<file path="src/rtl/h_shift_out16.sv">
// -----------------------------------------------------------------------------
// h_shift_out16
//   Parallel-to-serial transmitter for 16-bit words. A word is accepted while
//   the block is idle and then presented one bit per clock, LSB first, on a
//   registered sout/sout_valid pair. A one-cycle done pulse marks the first
//   idle cycle after the last bit, and the next word may be accepted in that
//   same cycle.
//
//   Optional feature: define H_SHIFT_OUT16_PARITY_EN to append an odd-parity
//   bit (~^word) after the 16 data bits.
//
// Ports
//   clk        in   rising-edge clock
//   rst        in   asynchronous, active-high reset
//   in_data    in   [15:0] parallel word to transmit
//   in_valid   in   in_data is valid this cycle
//   in_ready   out  block can accept a word (idle only), combinational
//   sout       out  serial data bit, registered
//   sout_valid out  sout carries a valid bit, registered
//   busy       out  high in every non-idle state
//   done       out  one-cycle pulse after the last bit, registered
// -----------------------------------------------------------------------------
module h_shift_out16 (
   input  logic        clk,
   input  logic        rst,
   input  logic [15:0] in_data,
   input  logic        in_valid,
   output logic        in_ready,
   output logic        sout,
   output logic        sout_valid,
   output logic        busy,
   output logic        done
);

`ifdef H_SHIFT_OUT16_PARITY_EN
   typedef enum logic [1:0] {IDLE, SHIFT, PAR} state_t;
`else
   typedef enum logic {IDLE, SHIFT} state_t;
`endif

   state_t      state, state_nxt;
   logic [15:0] shreg, shreg_nxt;
   logic [3:0]  cnt, cnt_nxt;
   logic        sout_nxt, sout_valid_nxt, done_nxt;
`ifdef H_SHIFT_OUT16_PARITY_EN
   logic        par_bit, par_nxt;
`endif

   assign in_ready = (state == IDLE);
   assign busy     = (state != IDLE);

   // State register and registered outputs.
   always_ff @(posedge clk or posedge rst) begin
      if (rst) begin
         state      <= IDLE;
         shreg      <= '0;
         cnt        <= '0;
         sout       <= 1'b0;
         sout_valid <= 1'b0;
         done       <= 1'b0;
`ifdef H_SHIFT_OUT16_PARITY_EN
         par_bit    <= 1'b0;
`endif
      end else begin
         state      <= state_nxt;
         shreg      <= shreg_nxt;
         cnt        <= cnt_nxt;
         sout       <= sout_nxt;
         sout_valid <= sout_valid_nxt;
         done       <= done_nxt;
`ifdef H_SHIFT_OUT16_PARITY_EN
         par_bit    <= par_nxt;
`endif
      end
   end

   // Next-state and next-output logic.
   // Bit 0 goes straight to sout at acceptance, so the shift register only
   // keeps the bits still to be sent; sout is always loaded from its LSB.
   always_comb begin
      state_nxt      = state;
      shreg_nxt      = shreg;
      cnt_nxt        = cnt;
      sout_nxt       = 1'b0;
      sout_valid_nxt = 1'b0;
      done_nxt       = 1'b0;
`ifdef H_SHIFT_OUT16_PARITY_EN
      par_nxt        = par_bit;
`endif
      case (state)
         IDLE: begin
            if (in_valid) begin
               state_nxt      = SHIFT;
               shreg_nxt      = {1'b0, in_data[15:1]};
               cnt_nxt        = 4'd0;
               sout_nxt       = in_data[0];
               sout_valid_nxt = 1'b1;
`ifdef H_SHIFT_OUT16_PARITY_EN
               par_nxt        = ~^in_data;
`endif
            end
         end
         SHIFT: begin
            // cnt indexes the bit currently on sout; it wraps 15->0 as the
            // last bit leaves.
            cnt_nxt   = cnt + 4'd1;
            shreg_nxt = {1'b0, shreg[15:1]};
            if (cnt == 4'd15) begin
`ifdef H_SHIFT_OUT16_PARITY_EN
               state_nxt      = PAR;
               sout_nxt       = par_bit;
               sout_valid_nxt = 1'b1;
`else
               state_nxt      = IDLE;
               done_nxt       = 1'b1;
`endif
            end else begin
               sout_nxt       = shreg[0];
               sout_valid_nxt = 1'b1;
            end
         end
`ifdef H_SHIFT_OUT16_PARITY_EN
         PAR: begin
            state_nxt = IDLE;
            done_nxt  = 1'b1;
         end
`endif
         default: state_nxt = IDLE;
      endcase
   end

endmodule
</file>
<file path="config.mk">
export PLATFORM = sky130hd
export DESIGN_NAME = h_shift_out16
export DESIGN_NICKNAME = d
export VERILOG_FILES = /design/src/rtl/h_shift_out16.sv
export SDC_FILE = /design/constraint.sdc
export NUM_CORES = 1
export LEC_CHECK = 0
export ABC_AREA = 0
export BUFFER_PORTS_ARGS = -buffer_cell sky130_fd_sc_hd__clkbuf_2
export CORE_MARGIN = 8
export CORE_UTILIZATION = 51
export DETAILED_ROUTE_END_ITERATION = 12
export PLACE_DENSITY = 0.81
export SYNTH_ARGS = -nofsm -noshare
export SYNTH_HDL_FRONTEND = slang
export SYNTH_SLANG_ARGS = --single-unit
</file>
<file path="constraint.sdc">
create_clock -name clk -period 1.3 [get_ports clk]
set_input_delay 0.26 -clock clk [delete_from_list [all_inputs] [get_ports clk]]
set_output_delay 0.26 -clock clk [all_outputs]
set_load 0.01 [all_outputs]
</file>
# After elaboration in Yosys (flattened, before gate mapping)
# Cells that the tools add are included.
# Widths: inputs -> output; s select.
classes:
  shifts: 0
  n_reduce_logical: 0
  n_bitwise: 1
  eq_ne: 2
  addsub: 1
  mux: 12
  order_cmp: 0
  mul: 0
  div_mod_pow: 0
op_table:
  columns: ["operator", "count"]
  rows:
  - ["$pmux 16 s2", 1]
  - ["$mux 16", 1]
  - ["$pmux 4 s2", 1]
  - ["$mux 1", 6]
  - ["$add 4x1->4 const B", 1]
  - ["$eq 4x4->1 const B", 1]
  - ["$mux 4", 1]
  - ["$pmux 1 s2", 2]
  - ["$ne 2x2->1 const B", 1]
  - ["$not 1->1", 1]
totals:
  input_bits: 19
  reg_bits: 23
  output_inout_bits: 5
  mem_count: 0
  elab_cells: 21
  mem_bits_rw: 0
  mem_bits_ro: 0
  latch_bits: 0

# Logic depth before layout (Yosys ltp)
# Gate-level depths: netlist (run 1).
depth:
  ltp_word: 3
  ltp_mapped: 4
  depth_no_buf: 4

# Worst setup path before layout (run 1)
# No wires, ideal clock.
synth_timing:
  kind: "register to register"
  startpoint: "register state, in the netlist busy"
  endpoint: "register shreg[10]"
  path_stages_with_launch: 4
  arrival_time_ps: 893
  required_ps: 1165
  path_buffers: 2
  slack_ps: 273
  setup_time_ps: 135
  path_cell_list: "dfrtp_1 > buf_4 > clkbuf_1 > o21ai_0"
synth_via:
  elab_chain_cells: 2
  elab_cells_between_ends: 3
  classes_between: "1 x eq/ne; 1 x mux; 1 x bitwise"
synth_lines:
  columns: ["item", "line", "source"]
  rows:
  - ["from (decl)", "41", "state_t state, state_nxt;"]
  - ["from (signal assigned)", "65", "state <= state_nxt;"]
  - ["$not 1->1", null, null]
  - ["$pmux 16 s2 / $ne 2x2->1 (equally long branches)", null, null]
  - ["to (signal assigned)", "66", "shreg <= shreg_nxt;"]
  - ["to (decl)", "42", "logic [15:0] shreg, shreg_nxt;"]
# Several ways; a longest one is shown, not always the timed one.
# A chain may end at the register's enable or synchronous reset.

# Final worst setup path (run 1)
layout_timing:
  startpoint: "register state, in the netlist busy"
  endpoint: "output port in_ready"
layout_via:
  elab_chain_cells: 1
layout_lines:
  columns: ["item", "line", "source"]
  rows:
  - ["$not 1->1", null, null]
  - ["to (decl)", "28", "output logic in_ready,"]
# Every way passes these cells.

==> results of run 1 <==
[worst reg2reg max path: cells and delay by family, from the launching register on]
kind | cells | cell delay [ps]
DFF | 1 | 450
AOI/OAI and AO/OA | 2 | 240
buffers and inverters | 1 | 170
and+or+nand+nor | 1 | 120
[flip-flops by register name (all words and copies together), names as in the netlist]
signal and cells:
cnt 4, busy 1, sout 1, done 1, shreg 15
[cell usage after synthesis, drive strengths merged]
cell    number  share of area
dfrtp       22           0.55
o21ai       20           0.10
nand2       19          0.071
mux2i       15           0.15
buf          6          0.056
nor2         4          0.015
inv          3          0.011
nand3        3          0.015
clkbuf       1         0.0037
ha           1          0.012
nand2b       1         0.0062
nand4        1         0.0062
nor2b        1         0.0062
[cell families after synthesis]
| kind of cell | count (synthesis) | share of synthesized area |
|---|---|---|
| compound gates | 20 | 0.0996 |
| fa+ha+maj | 1 | 0.0125 |
| buf+inv | 10 | 0.0710 |
| flops | 22 | 0.548 |
| mux | 15 | 0.149 |
| simple gates | 29 | 0.120 |
[per-layer routing]
layer,share of wire,vias up,wire [um],global-route usage
met5,0,-,0,0
met4,0.019,0,36,0.0612
met3,0.077,5,148,0.0381
met2,0.49,23,949,0.221
met1,0.41,352,796,0.131
li1,-,379,-,-
[through the flow]
step / area, um2 / cells
2_1_floorplan: 1000 / 97
3_3_place_gp: 1140 / 145
3_5_place_dp: 1140 / 145
4_1_cts: 1200 / 151
5_1_grt: 1200 / 151
6_report: 1200 / 151
[cell type report]
cell class | count | area (um2)
fill | 172 | 703
sequential | 22 | 552
multi-input combinational | 65 | 383
timing repair buffer | 30 | 183
clock buffer | 4 | 36.3
tap | 27 | 33.8
inverter | 3 | 11.3
[power breakdown]
part	total [W]	internal [W]	leakage, nW	switching (W)
sequential	0.00107	0.000915	0.288	0.000152
clock	0.000363	0.000171	0.0210	0.000192
combinational	0.000628	0.000285	0.305	0.000343
total	0.00206	0.00137	0.614	0.000687
[worst min-delay path by stage]
stage | cells past startpoint | slack [ps] | to | start
finish | 3 | 190 | sout$_DFF_PP0_ | in_data[0]
global route | 3 | 180 | sout$_DFF_PP0_ | in_data[0]
CTS | 3 | 190 | sout$_DFF_PP0_ | in_data[0]
detailed placement | 2 | 230 | sout$_DFF_PP0_ | rst
global placement | 2 | 220 | sout$_DFF_PP0_ | rst
floorplan | 1 | 250 | busy$_DFF_PP0_ | rst
[what timing repair did]
item | in CTS | in global routing
endpoints found under the setup margin | 3 | 1
endpoints found under the hold margin | 8 | 0
buffers inserted | 1 | 0
resized for setup | 1 | 1
cloned | 0 | 0
hold buffers | 1 | 0
==> flow_summary.ini, run 1 <==
[critical_path]
crit_family = flip-flops
cp_cell_sequence = inv_2 -> clkbuf_2
crit_arrival_ps = 940
cp-start-kind = flop
r2r_slack_ps = 200
crit_cells = 2
r2r-start = busy$_DFF_PP0_
cp_max_fo = 5
crit_buf_inv = 2
crit_start = busy$_DFF_PP0_
worstPathRequired_ps = 1040
max_stage_delay_ps = 450
reg2reg_depth = 4
cp_slowest_cell = dfrtp_2
crit_path_end_kind = output port
path_class = flop to output port
worstReg2RegEnd = cnt[2]$_DFFE_PP0P_
critPathCapture = in_ready

[route]
wirelength_um = 1930
wl_per_cell_um = 12.8
firstDrtPassIters = 4
ant_nets = 0
vias = 759
drt-initial-drc-count = 17
via_per_inst = 5.03
drcViolationCount = 0

[timing]
slew_headroom = 0.756
timing.fmax_mhz = 832
setup_slack_ps = 98.5
tightest_slew_ps = 366
period_needed_ps = 1200
finalHoldViolCount = 0
timing.hold.ws_ps = 189
post-route-period-util = 0.924
skew_ps = 5.62
fin_setup_tns_ps = 0
setup_viol = 0
slew_viol_final = 0
rsz0062_at_grt = no

[global_route]
antenna_found_initial = 0
grtUsageTotal = 0.125
grt_overflow = 0
grt_start_max_net_pins = 19
grt_pass1_vias = 815
grt_pass1_wl_um = 3390

[cts]
cts-root-buf = clkbuf_4
ctsLongestPathBuffers = 2
clock-sinks = 22
clk_latency_ps = 300
cts_tree = built
htree_levels = 1
path_clk_slew_ps = 120
cts_buffers = 3

[power]
power_density_nw_per_um2 = 1720
power_leakage_nw = 0.614
ir_worst_vdd_mv = 0.854
total_power_w = 0.00206

[finish]
syn_to_final_growth_pct = 19.3
diodes = 0
drive_gt1_frac = 0.282
final_common_cell = clkbuf_2
fin_nets = 145
fin_util = 0.630
layout_common_cells = clkbuf_2 (23), dfrtp_1 (21), nand2_1 (19), mux2i_1 (15), o21ai_0 (12)

[floorplanning]
die_x_um = 60.4
die_h_um = 60.4
initial_utilization = 0.528
placementRows = 16
dieArea_um2 = 3650
design.core.area_um2 = 1900
ios = 24

[synthesis]
synth.net_count = 117
syn_area_um2 = 1000
yosysWarnings = 0
yosysUniqueCellTypes = 17
synth-seq-area-share = 0.548
avgSynthCellArea_um2 = 10.4
syn-instance-count = 97
synth-seq-cells = 22

[placement]
place_worst_setup_slack_ps = 253
io_buffer_count = 23
routabilityCongestion = 0.773
hpwl_um = 1490

[flow_run]
drv_cap = 0

[run_status]
status = completed

[worst_hold_path]
hold_class = input port to flop
Note: power is estimated with default switching activity, not from simulation.
==> run 2: changes to the inputs <==
CORE_UTILIZATION = 55   (was 51)
PLACE_DENSITY = 0.87   (was 0.81)
clock period = 1.55 ns   (was 1.3 ns; I/O delays follow)
==> flow_summary.ini, run 2 (same netlist as run 1, synthesis figures left out) <==
[finish]
syn_to_final_growth_pct = 15.1
final_common_cell = clkbuf_2
largest_register_ffs = 15
fillCellCount = 148
reg_top3 = shreg (15), cnt (4)
largest_register = shreg
regArea_um2 = 551
fin_util = 0.670
layout_common_cells = clkbuf_2 (23), dfrtp_1 (22), nand2_1 (19), mux2i_1 (15), o21ai_0 (12)
multi_input_area_um2 = 383
drive_gt1_frac = 0.250
diodes = 0
fin_nets = 142

[flow_run]
drv_cap = 0

[cts]
cts_resized = 0
cts_buffers = 3
clk_latency_ps = 290
ctsLongestPathBuffers = 2
cts_hold_buffers = 0
path_clk_slew_ps = 110
cts-root-buf = clkbuf_4
cts_setup_buffers = 0
htree_levels = 1
cts_tree = built
clock-sinks = 22

[route]
drt-initial-drc-count = 9
wl_per_cell_um = 12.4
ant_nets = 0
firstDrtPassIters = 2
wirelength_um = 1800
vias = 709
via_per_inst = 4.89
drcViolationCount = 0

[placement]
routabilityCongestion = 0.766
hpwl_um = 1370
io_buffer_count = 23

[floorplanning]
die_x_um = 58.7
ios = 24
dieArea_um2 = 3450
design.core.area_um2 = 1730
initial_utilization = 0.582
die_h_um = 58.7
placementRows = 15

[timing]
post-route-period-util = 0.845
slew_viol_final = 0
slew_headroom = 0.817
period_needed_ps = 1310
timing.fmax_mhz = 764
setup_viol = 0
rsz0062_at_grt = no
skew_ps = 2.79
fin_setup_tns_ps = 0
finalHoldViolCount = 0
tightest_slew_ps = 274

[critical_path]
cp-start-kind = flop
crit_path_end_kind = output port
path_class = flop to output port
crit_arrival_ps = 1000
worstPathRequired_ps = 1240
cp_max_fo = 6

[global_route]
grt_start_max_net_pins = 23
grt_pass1_vias = 767
grtUsageTotal = 0.115
grt_overflow = 0
antenna_found_initial = 0
grt_pass1_wl_um = 3090

[run_status]
status = completed

[power]
total_power_w = 0.00163
power_leakage_nw = 0.597
power_density_nw_per_um2 = 1410
ir_worst_vdd_mv = 0.927

[worst_hold_path]
hold_class = input port to async pin
run 2: per-stage QoR:
stage               hold slack [ps]  cell area [um2]  worst slack (ps)  std cells
detailed placement              341             1130               399        142
finish                         4.03             1160               241        145
floorplan                       299             1000               523         97
CTS                            8.08             1160               227        145
global route                   24.9             1160               148        145
global placement                334             1130               448        142
run 2: worst paths after layout:
| kind | from | end | slack, ps | cells past startpoint |
|---|---|---|---|---|
| setup / recovery | busy$_DFF_PP0_ | in_ready | 240 | 2 |
| hold / removal | rst | shreg[0]$_DFFE_PP0P_ | 4 | 3 |
| setup reg to reg | busy$_DFF_PP0_ | cnt[2]$_DFFE_PP0P_ | 410 | 4 |
| hold reg to reg | shreg[11]$_DFFE_PP0P_ | shreg[10]$_DFFE_PP0P_ | 500 | 2 |
| max in group asynchronous | rst | shreg[13]$_DFFE_PP0P_ | 1330 | 3 |
| min in group clk | in_data[0] | sout$_DFF_PP0_ | 230 | 3 |
run 2: metal layers:
layer  part of all wire  wire (um)  track usage
met5                  0          0            0
met4             0.0050          9       0.0614
met3              0.065        118       0.0391
met2               0.48        871        0.187
met1               0.45        803        0.128
run 2: critical path, stage by stage, from the launching register on:
cell,delay (ps)
dfrtp_1,460
inv_1,110
clkbuf_2,140
run 2: final cells by class:
cell class | instances | area share
multi-input combinational | 65 | 0.331
timing repair buffer | 27 | 0.136
clock buffer | 3 | 0.0195
inverter | 3 | 0.00974
sequential | 22 | 0.476
tap | 25 | 0.0271
run 2: where the power goes:
| group | internal (W) | leakage, nW | switching, W | total [W] |
|---|---|---|---|---|
| combinational | 0.000224 | 0.294 | 0.000269 | 0.000493 |
| clock | 0.0000904 | 0.0138 | 0.000156 | 0.000246 |
| sequential | 0.000766 | 0.288 | 0.000127 | 0.000893 |
| total | 0.00108 | 0.597 | 0.000552 | 0.00163 |
